==> config.mk <==
export PLATFORM = sky130hd
export DESIGN_NAME = fetch_decode_flat
export DESIGN_NICKNAME = d
export VERILOG_FILES = /design/src/rtl/fetch_decode_if.sv /design/src/rtl/fetch_decode.sv /design/src/flat_wrapper.sv
export SDC_FILE = /design/constraint.sdc
export NUM_CORES = 1
export LEC_CHECK = 0
export ABC_AREA = 1
export CAP_MARGIN = 20
export CORE_MARGIN = 5
export CORE_UTILIZATION = 52
export DETAILED_ROUTE_END_ITERATION = 10
export HOLD_SLACK_MARGIN = 0.08
export PLACE_DENSITY = 0.86
export SLEW_MARGIN = 20
export SYNTH_ARGS = -nofsm -noshare
export SYNTH_HDL_FRONTEND = slang
export SYNTH_SLANG_ARGS = --single-unit
==> constraint.sdc <==
create_clock -name clock -period 3.7 [get_ports clock]
set_input_delay 1.11 -clock clock [delete_from_list [all_inputs] [get_ports clock]]
set_output_delay 1.11 -clock clock [all_outputs]
set_load 0.05 [all_outputs]
==> src/rtl/fetch_decode_if.sv <==
// Bus between the fetch/decode stage and its surroundings: instruction memory
// port, stall input and the decoded register-file/ALU controls.
interface fetch_decode_if;
  logic        stall;
  logic [31:0] imem_addr;
  logic [31:0] imem_rdata;
  logic [4:0]  read_reg_num1;
  logic [4:0]  read_reg_num2;
  logic [4:0]  write_reg;
  logic [3:0]  alu_control;
  logic        regwrite;
  logic        illegal;
  logic [31:0] pc;
  logic [31:0] instret;

  // Stage side: drives the memory address and the decode results.
  modport master (
    input  stall,
    input  imem_rdata,
    output imem_addr,
    output read_reg_num1,
    output read_reg_num2,
    output write_reg,
    output alu_control,
    output regwrite,
    output illegal,
    output pc,
    output instret
  );

  // Environment side: memory, stall source and consumers of the decode.
  modport slave (
    output stall,
    output imem_rdata,
    input  imem_addr,
    input  read_reg_num1,
    input  read_reg_num2,
    input  write_reg,
    input  alu_control,
    input  regwrite,
    input  illegal,
    input  pc,
    input  instret
  );
endinterface

==> src/rtl/fetch_decode.sv <==
// Two-cycle fetch/decode stage for RV32I R-type instructions. FETCH presents
// pc to a synchronous-read memory, DECODE consumes the returned word. Any
// unsupported word parks the stage in HALT until reset.
module fetch_decode #(
  parameter logic [31:0] RESET_PC = 32'h0000_0000
) (
  input logic          clock,
  input logic          reset,
  fetch_decode_if.master bus
);

  typedef enum logic [1:0] {FETCH, DECODE, HALT} state_t;

  localparam logic [6:0] OP_RTYPE = 7'b0110011;
  localparam logic [6:0] F7_BASE  = 7'b0000000;
  localparam logic [6:0] F7_ALT   = 7'b0100000;

  state_t      state_q, state_d;
  logic [31:0] pc_q, pc_d;
  // Only the register-number fields of the instruction are needed after decode.
  logic [4:0]  ir_rs1_q, ir_rs1_d;
  logic [4:0]  ir_rs2_q, ir_rs2_d;
  logic [4:0]  ir_rd_q, ir_rd_d;
  logic [3:0]  alu_q, alu_d;
  logic        regwrite_q, regwrite_d;
  logic        illegal_q, illegal_d;
  logic [31:0] instret_q, instret_d;

  logic [6:0]  opcode;
  logic [2:0]  funct3;
  logic [6:0]  funct7;
  logic        dec_legal;
  logic [3:0]  dec_alu;

  assign opcode = bus.imem_rdata[6:0];
  assign funct3 = bus.imem_rdata[14:12];
  assign funct7 = bus.imem_rdata[31:25];

  // Instruction decode of the word currently returned by memory.
  always_comb begin
    dec_legal = 1'b0;
    dec_alu   = 4'b0010;
    if (opcode == OP_RTYPE) begin
      if (funct7 == F7_BASE) begin
        dec_legal = 1'b1;
        case (funct3)
          3'b000:  dec_alu = 4'b0010; // ADD
          3'b001:  dec_alu = 4'b0100; // SLL
          3'b010:  dec_alu = 4'b0111; // SLT
          3'b011:  dec_alu = 4'b1001; // SLTU
          3'b100:  dec_alu = 4'b0011; // XOR
          3'b101:  dec_alu = 4'b0101; // SRL
          3'b110:  dec_alu = 4'b0001; // OR
          default: dec_alu = 4'b0000; // AND
        endcase
      end else if (funct7 == F7_ALT) begin
        case (funct3)
          3'b000: begin dec_legal = 1'b1; dec_alu = 4'b0110; end // SUB
          3'b101: begin dec_legal = 1'b1; dec_alu = 4'b1000; end // SRA
          default: dec_legal = 1'b0;
        endcase
      end
    end
  end

  // Next-state logic: stall freezes everything; HALT is absorbing.
  always_comb begin
    state_d    = state_q;
    pc_d       = pc_q;
    ir_rs1_d   = ir_rs1_q;
    ir_rs2_d   = ir_rs2_q;
    ir_rd_d    = ir_rd_q;
    alu_d      = alu_q;
    regwrite_d = 1'b0;
    illegal_d  = illegal_q;
    instret_d  = instret_q;
    case (state_q)
      FETCH: begin
        if (!bus.stall) state_d = DECODE;
      end
      DECODE: begin
        if (!bus.stall) begin
          if (dec_legal) begin
            state_d    = FETCH;
            ir_rs1_d   = bus.imem_rdata[19:15];
            ir_rs2_d   = bus.imem_rdata[24:20];
            ir_rd_d    = bus.imem_rdata[11:7];
            alu_d      = dec_alu;
            regwrite_d = (bus.imem_rdata[11:7] != 5'd0);
            pc_d       = pc_q + 32'd4;
            instret_d  = instret_q + 32'd1;
          end else begin
            state_d   = HALT;
            illegal_d = 1'b1;
          end
        end
      end
      default: begin
        state_d = HALT;
      end
    endcase
  end

  // State register with synchronous reset taking priority over stall.
  always_ff @(posedge clock) begin
    if (reset) begin
      state_q    <= FETCH;
      pc_q       <= RESET_PC;
      ir_rs1_q   <= 5'd0;
      ir_rs2_q   <= 5'd0;
      ir_rd_q    <= 5'd0;
      alu_q      <= 4'b0010;
      regwrite_q <= 1'b0;
      illegal_q  <= 1'b0;
      instret_q  <= 32'd0;
    end else begin
      state_q    <= state_d;
      pc_q       <= pc_d;
      ir_rs1_q   <= ir_rs1_d;
      ir_rs2_q   <= ir_rs2_d;
      ir_rd_q    <= ir_rd_d;
      alu_q      <= alu_d;
      regwrite_q <= regwrite_d;
      illegal_q  <= illegal_d;
      instret_q  <= instret_d;
    end
  end

  // A stall in the pulse cycle kills the write; the pulse is never replayed
  // because regwrite_q always clears on the following edge.
  assign bus.regwrite      = regwrite_q & ~bus.stall;
  assign bus.imem_addr     = pc_q;
  assign bus.pc            = pc_q;
  assign bus.read_reg_num1 = ir_rs1_q;
  assign bus.read_reg_num2 = ir_rs2_q;
  assign bus.write_reg     = ir_rd_q;
  assign bus.alu_control   = alu_q;
  assign bus.illegal       = illegal_q;
  assign bus.instret       = instret_q;

endmodule

==> src/flat_wrapper.sv <==
// flat-port wrapper written by rule: the top's interface ports become plain ports
module fetch_decode_flat 
#(
  parameter logic [31:0] RESET_PC = 32'h0000_0000
)
  (clock, reset, bus_stall, bus_imem_rdata, bus_imem_addr, bus_read_reg_num1, bus_read_reg_num2, bus_write_reg, bus_alu_control, bus_regwrite, bus_illegal, bus_pc, bus_instret);
  fetch_decode_if bus_i ();
  input logic clock;
  input logic reset;
  input wire logic [$bits(bus_i.stall)-1:0] bus_stall;
  input wire logic [$bits(bus_i.imem_rdata)-1:0] bus_imem_rdata;
  output wire logic [$bits(bus_i.imem_addr)-1:0] bus_imem_addr;
  output wire logic [$bits(bus_i.read_reg_num1)-1:0] bus_read_reg_num1;
  output wire logic [$bits(bus_i.read_reg_num2)-1:0] bus_read_reg_num2;
  output wire logic [$bits(bus_i.write_reg)-1:0] bus_write_reg;
  output wire logic [$bits(bus_i.alu_control)-1:0] bus_alu_control;
  output wire logic [$bits(bus_i.regwrite)-1:0] bus_regwrite;
  output wire logic [$bits(bus_i.illegal)-1:0] bus_illegal;
  output wire logic [$bits(bus_i.pc)-1:0] bus_pc;
  output wire logic [$bits(bus_i.instret)-1:0] bus_instret;
  assign bus_i.stall = bus_stall;
  assign bus_i.imem_rdata = bus_imem_rdata;
  assign bus_imem_addr = bus_i.imem_addr;
  assign bus_read_reg_num1 = bus_i.read_reg_num1;
  assign bus_read_reg_num2 = bus_i.read_reg_num2;
  assign bus_write_reg = bus_i.write_reg;
  assign bus_alu_control = bus_i.alu_control;
  assign bus_regwrite = bus_i.regwrite;
  assign bus_illegal = bus_i.illegal;
  assign bus_pc = bus_i.pc;
  assign bus_instret = bus_i.instret;
  fetch_decode #(.RESET_PC(RESET_PC)) u_core (.clock(clock), .reset(reset), .bus(bus_i));
endmodule
# Yosys cells after proc, flatten, opt, wreduce, memory -nomap -nowiden
# Index checks and enable logic that the tools add are counted.
[totals] elab_cells=48 mem_count=0 latch_bits=0 mem_bits_ro=0 ramBits=0 output_inout_bits=117 inputBits=35 register_bits=87
[classes] n_mul=0 reduce_logical=9 muxes=13 n_shift=0 add_sub_neg=2 div_mod_pow=0 n_eq_ne=11 order_cmp=0 bitwise=4
[op_table] operator="32-bit by 1-bit adder with 32-bit output (second input constant)" count=1
[op_table] operator="32-bit by 3-bit adder with 32-bit output (second input constant)" count=1
[op_table] operator="4-bit case mux with 7 select lines" count=1
[op_table] operator="7-bit by 6-bit == test with 1-bit output (second input constant)" count=2
[op_table] operator="4-bit 2-to-1 mux" count=3
[op_table] operator="3-bit == test (second input constant)" count=3
[op_table] operator="4-bit case mux with 2 select lines" count=1
[op_table] operator="7-bit logical NOT" count=1
[op_table] operator="3-bit by 2-bit == test with 1-bit output (second input constant)" count=2
[op_table] operator="2-bit 2-to-1 mux" count=3
[op_table] operator="3-bit AND reduction" count=2
[op_table] operator="5-bit nonzero test" count=1
[op_table] operator="1-bit 2-to-1 mux" count=4
[op_table] operator="2-bit inequality test (second input constant)" count=2
[op_table] operator="2-bit case mux with 2 select lines" count=1
[op_table] operator="4-bit OR reduction" count=1
[op_table] operator="3-bit by 1-bit == test with 1-bit output (second input constant)" count=1
[op_table] operator="3-bit logical NOT" count=1
[op_table] operator="1-bit inverter" count=3
[op_table] operator="2-bit by 1-bit == test with 1-bit output (second input constant)" count=1
[op_table] operator="2-bit logical NOT" count=1
[op_table] operator="2-bit AND reduction" count=1
[op_table] operator="2-bit OR reduction" count=1
[op_table] operator="1-bit AND" count=1

# Longest topological paths before layout
[depth] ltp_word=9 ltp_mapped=11 ltp_nobuf=10

# Worst setup path before layout
# Ideal clock, no wire load.
[synth_timing] path_kind="input to output" from="input port bus_stall" to="output port bus_regwrite" arrival_ps=1764 required_time_ps=2590 setup_slack_ps=826 cell_stages=1 path_buffers=0 path_cell_list="nor2_1"
[synth_via] elab_chain_len=2
[synth_rtl] element="start, declared" line_no="flat_wrapper.sv:10" text="input wire logic [$bits(bus_i.stall)-1:0] bus_stall;"
[synth_rtl] element="1-bit inverter" line_no="fetch_decode.sv:131" text="assign bus.regwrite = regwrite_q & ~bus.stall;"
[synth_rtl] element="1-bit AND" line_no="fetch_decode.sv:131"
[synth_rtl] element="end, declared" line_no="flat_wrapper.sv:17" text="output wire logic [$bits(bus_i.regwrite)-1:0] bus_regwrite;"
# No other way between the ends.

# Worst setup path in the final report
# Ends and elaborated chain as after synthesis.

==> key figures <==
Status
  – Outcome: complete, no violations

Route
  – Vias per cell: 5.064
  – DRC violations left: 0
  – Vias post-DR: 5,702
  – First-pass DRT Iterations: 7
  – Routed len/inst: 12.96 µm
  – Aggregate routed wire length: 14,600 µm
  – DRT iter0 DRCs: 309
  – Routed Antenna Nets: 0

Floorplanning
  – Core area: 9864 µm²
  – Die area: 12,310 µm²
  – Row cnt: 36
  – Initial core utilization: 53.74%
  – Chip height: 111.0 µm
  – Chip width: 111.0 µm
  – Ports: 152

Clock tree
  – Root Buffer: clkbuf_8
  – CTS tree: built
  – Worst skew pair latency: 0.36 ns
  – Setup repair bufs after CTS: 0
  – Clk buf depth: 2
  – TritonCTS Sinks: 85
  – Clock transition at path regs: 0.08 ns
  – Cts bufs inserted: 9
  – CTS resizes: 0
  – CTS HTree Levels: 3
  – CTS Hold Bufs: 0

Logic synthesis
  – Synthesized flop and latch total: 85
  – Synth area leader: dfxtp_1
  – Most common cell in the netlist: nand2_1
  – Netlist cell types: 27
  – Seq/Total Area, Yosys: 32.10%
  – EDFF count, synth: 0
  – Synth warnings: 0
  – Top post-synthesis cells by area: dfxtp_1 (32%), nand2_1 (26%), nor2_1 (7.9%)
  – Mapped cell area: 5301 µm²
  – Async SR Flop Fraction: 0%
  – Gate Count Post-Synth: 884
  – Post-synth top cells: nand2_1 (371), nor2_1 (112), dfxtp_1 (85)
  – Synth top area share: 32.10%
  – Post-synthesis average cell area: 5.997 µm²
  – Main flop type after synthesis: dfxtp_1

Setup path
  – Critical path arrival: 1.96 ns
  – Worst EP required: 2.59 ns
  – Worst R2R Start: u_core.bus.instret[0]$_SDFFE_PP0P_
  – Max Fanout on Critical Path: 3
  – Setup crit end kind: output pin
  – RR Endpoint: u_core.bus.instret[30]$_SDFFE_PP0P_
  – Reg-to-reg slack, setup: 1.71 ns
  – Critical path endpoint: bus_regwrite
  – Crit Path Category: in -> out
  – Critical path startpoint: bus_stall
  – Crit path launch type: input pin
  – Reg2reg path depth: 9

Power and ir drop
  – Combinational Power Share: 5.2%
  – Pint: 1.357 mW
  – Sequential Power Share: 52.0%
  – PD cells: 258.8 nW/µm²
  – Clk network pwr share: 42.8%
  – NetSw: 0.4066 mW
  – Max VDD drop: 182.4 µV
  – Leak pwr: 2.314 nW
  – Switching Share: 23.05%

STA
  – Final Critical Period: 3.069 ns
  – Period Utilization, post-route: 82.94%
  – RSZ-0062 raised after global routing: no
  – Fin. max-slew vios: 0
  – Clk_skew: 0.01086 ns
  – Worst-Margin Slew: 0.7280 ns
  – Slew HR: 51.47%
  – Final setup fails: 0
  – Final hold vios: 0
  – Setup_tns: 0 ns
  – F_max: 325.9 MHz

Cells and area
  – Layout Nets: 1,025
  – Antenna Cells: 0
  – Largest register FFs: 32
  – Layout Utilization: 69.08%
  – Share of cells above drive strength 1: 3.323%
  – Area growth from synthesis to layout: 28.53%
  – Filler Cells Inserted: 876

GRT
  – Initial antenna violation count: 0
  – All-Layer GR Usage: 23.13%
  – Grt total ovfl: 0
  – Vias in the first global route: 5,251
  – First-pass GRT wire length: 24,350 µm
  – Largest net degree at the start of global routing: 83

Placement
  – Dpl hpwl: 10,700 µm
  – Final GP Congestion: 0.9514
  – Port bufs: 147

Job
  – Max capacitance violation total: 0

Min path
  – Worst hold path class: reg -> reg
critical path, stage by stage:
cell,delay (ns)
clkdlybuf4s50_1,0.45
nor2_1,0.22
buf_12,0.17
worst min-delay path by stage:
stage | slack, ns | cells past startpoint | from | to
6_report | 0.47 | 2 | u_core.bus.write_reg[2]$_SDFFE_PP0P_ | u_core.bus.write_reg[2]$_SDFFE_PP0P_
5_1_grt | 0.48 | 2 | u_core.bus.read_reg_num2[3]$_SDFFE_PP0P_ | u_core.bus.read_reg_num2[3]$_SDFFE_PP0P_
4_1_cts | 0.47 | 2 | u_core.bus.write_reg[2]$_SDFFE_PP0P_ | u_core.bus.write_reg[2]$_SDFFE_PP0P_
3_5_place_dp | 0.45 | 2 | u_core.bus.alu_control[1]$_SDFFE_PP1P_ | u_core.bus.alu_control[1]$_SDFFE_PP1P_
3_3_place_gp | 0.44 | 2 | u_core.bus.illegal$_SDFFE_PP0P_ | u_core.bus.illegal$_SDFFE_PP0P_
2_1_floorplan | 0.46 | 2 | u_core.state_q[1]$_SDFFE_PP0P_ | u_core.state_q[1]$_SDFFE_PP0P_
kinds of logic (layout without fill, tap and decap cells):
| group | count (synthesis) | in the layout | share of synthesized area, % |
|---|---|---|---|
| buffers and inverters | 128 | 234 | 12.91 |
| AO/OA/AOI/OAI | 87 | 87 | 8.308 |
| adder cells (fa/ha/maj) | 2 | 2 | 0.4720 |
| AND/OR/NAND/NOR | 559 | 559 | 42.51 |
| flip-flops | 85 | 85 | 32.10 |
| other | 1 | 4 | 0.07074 |
| XOR/XNOR | 22 | 22 | 3.635 |
layer usage:
metal  wire length [µm]  track usage [%]
met1               6527            29.35
met2               6876            39.40
met3                817            3.821
met4                377            8.539
met5                  0                0
cells in the final DEF (no fill, tap or decap), drive strengths merged:
| master | instances |
|---|---|
| nand3b | 4 |
| nand2 | 373 |
| nor2 | 116 |
| nand3 | 45 |
| xnor2 | 3 |
| dfxtp | 85 |
| nor3 | 3 |
| clkdlybuf4s50 | 145 |
| clkinvlp | 2 |
| o31ai | 1 |
| buf | 9 |
| ha | 2 |
| bufinv | 2 |
| clkinv | 3 |
| nand4 | 18 |
| conb | 4 |
| o21ai | 5 |
| xor2 | 19 |
| a211oi | 1 |
| a21oi | 80 |
| clkbuf | 11 |
| inv | 62 |
power groups by stage:
stage | clock, mW | sequential (mW) | combinational [mW]
floorplan | 0 | 0.941 | 0.0416
global placement | 0 | 0.939 | 0.0899
detailed placement | 0 | 0.939 | 0.0906
CTS | 0.761 | 0.917 | 0.0908
global route | 0.805 | 0.918 | 0.0980
finish | 0.756 | 0.917 | 0.0911
cell type report:
class	instances	area, µm²	share of cell area [%]
Multi-Input combinational cell	674	2927	42.95
Sequential cell	85	1702	24.97
Timing Repair Buffer	154	1554	22.81
Inverter	64	240.2	3.526
Tap cell	133	166.4	2.442
Clock buffer	11	141.4	2.075
Clock inverter	5	83.83	1.230
per-stage QoR:
stage / cells / worst slack [ns] / total power, mW / hold slack [ns] / instance area, µm²
6_report: 1126 / 0.6313 / 1.764 / 0.4657 / 6814
3_5_place_dp: 1110 / 0.5363 / 1.029 / 0.4542 / 6589
4_1_cts: 1126 / 0.6259 / 1.769 / 0.4681 / 6814
3_3_place_gp: 1110 / 0.6055 / 1.028 / 0.4367 / 6589
2_1_floorplan: 887 / 0.8265 / 0.9829 / 0.4559 / 5313
5_1_grt: 1126 / 0.5869 / 1.821 / 0.4808 / 6814
Note: power is estimated with default switching activity, not from simulation.
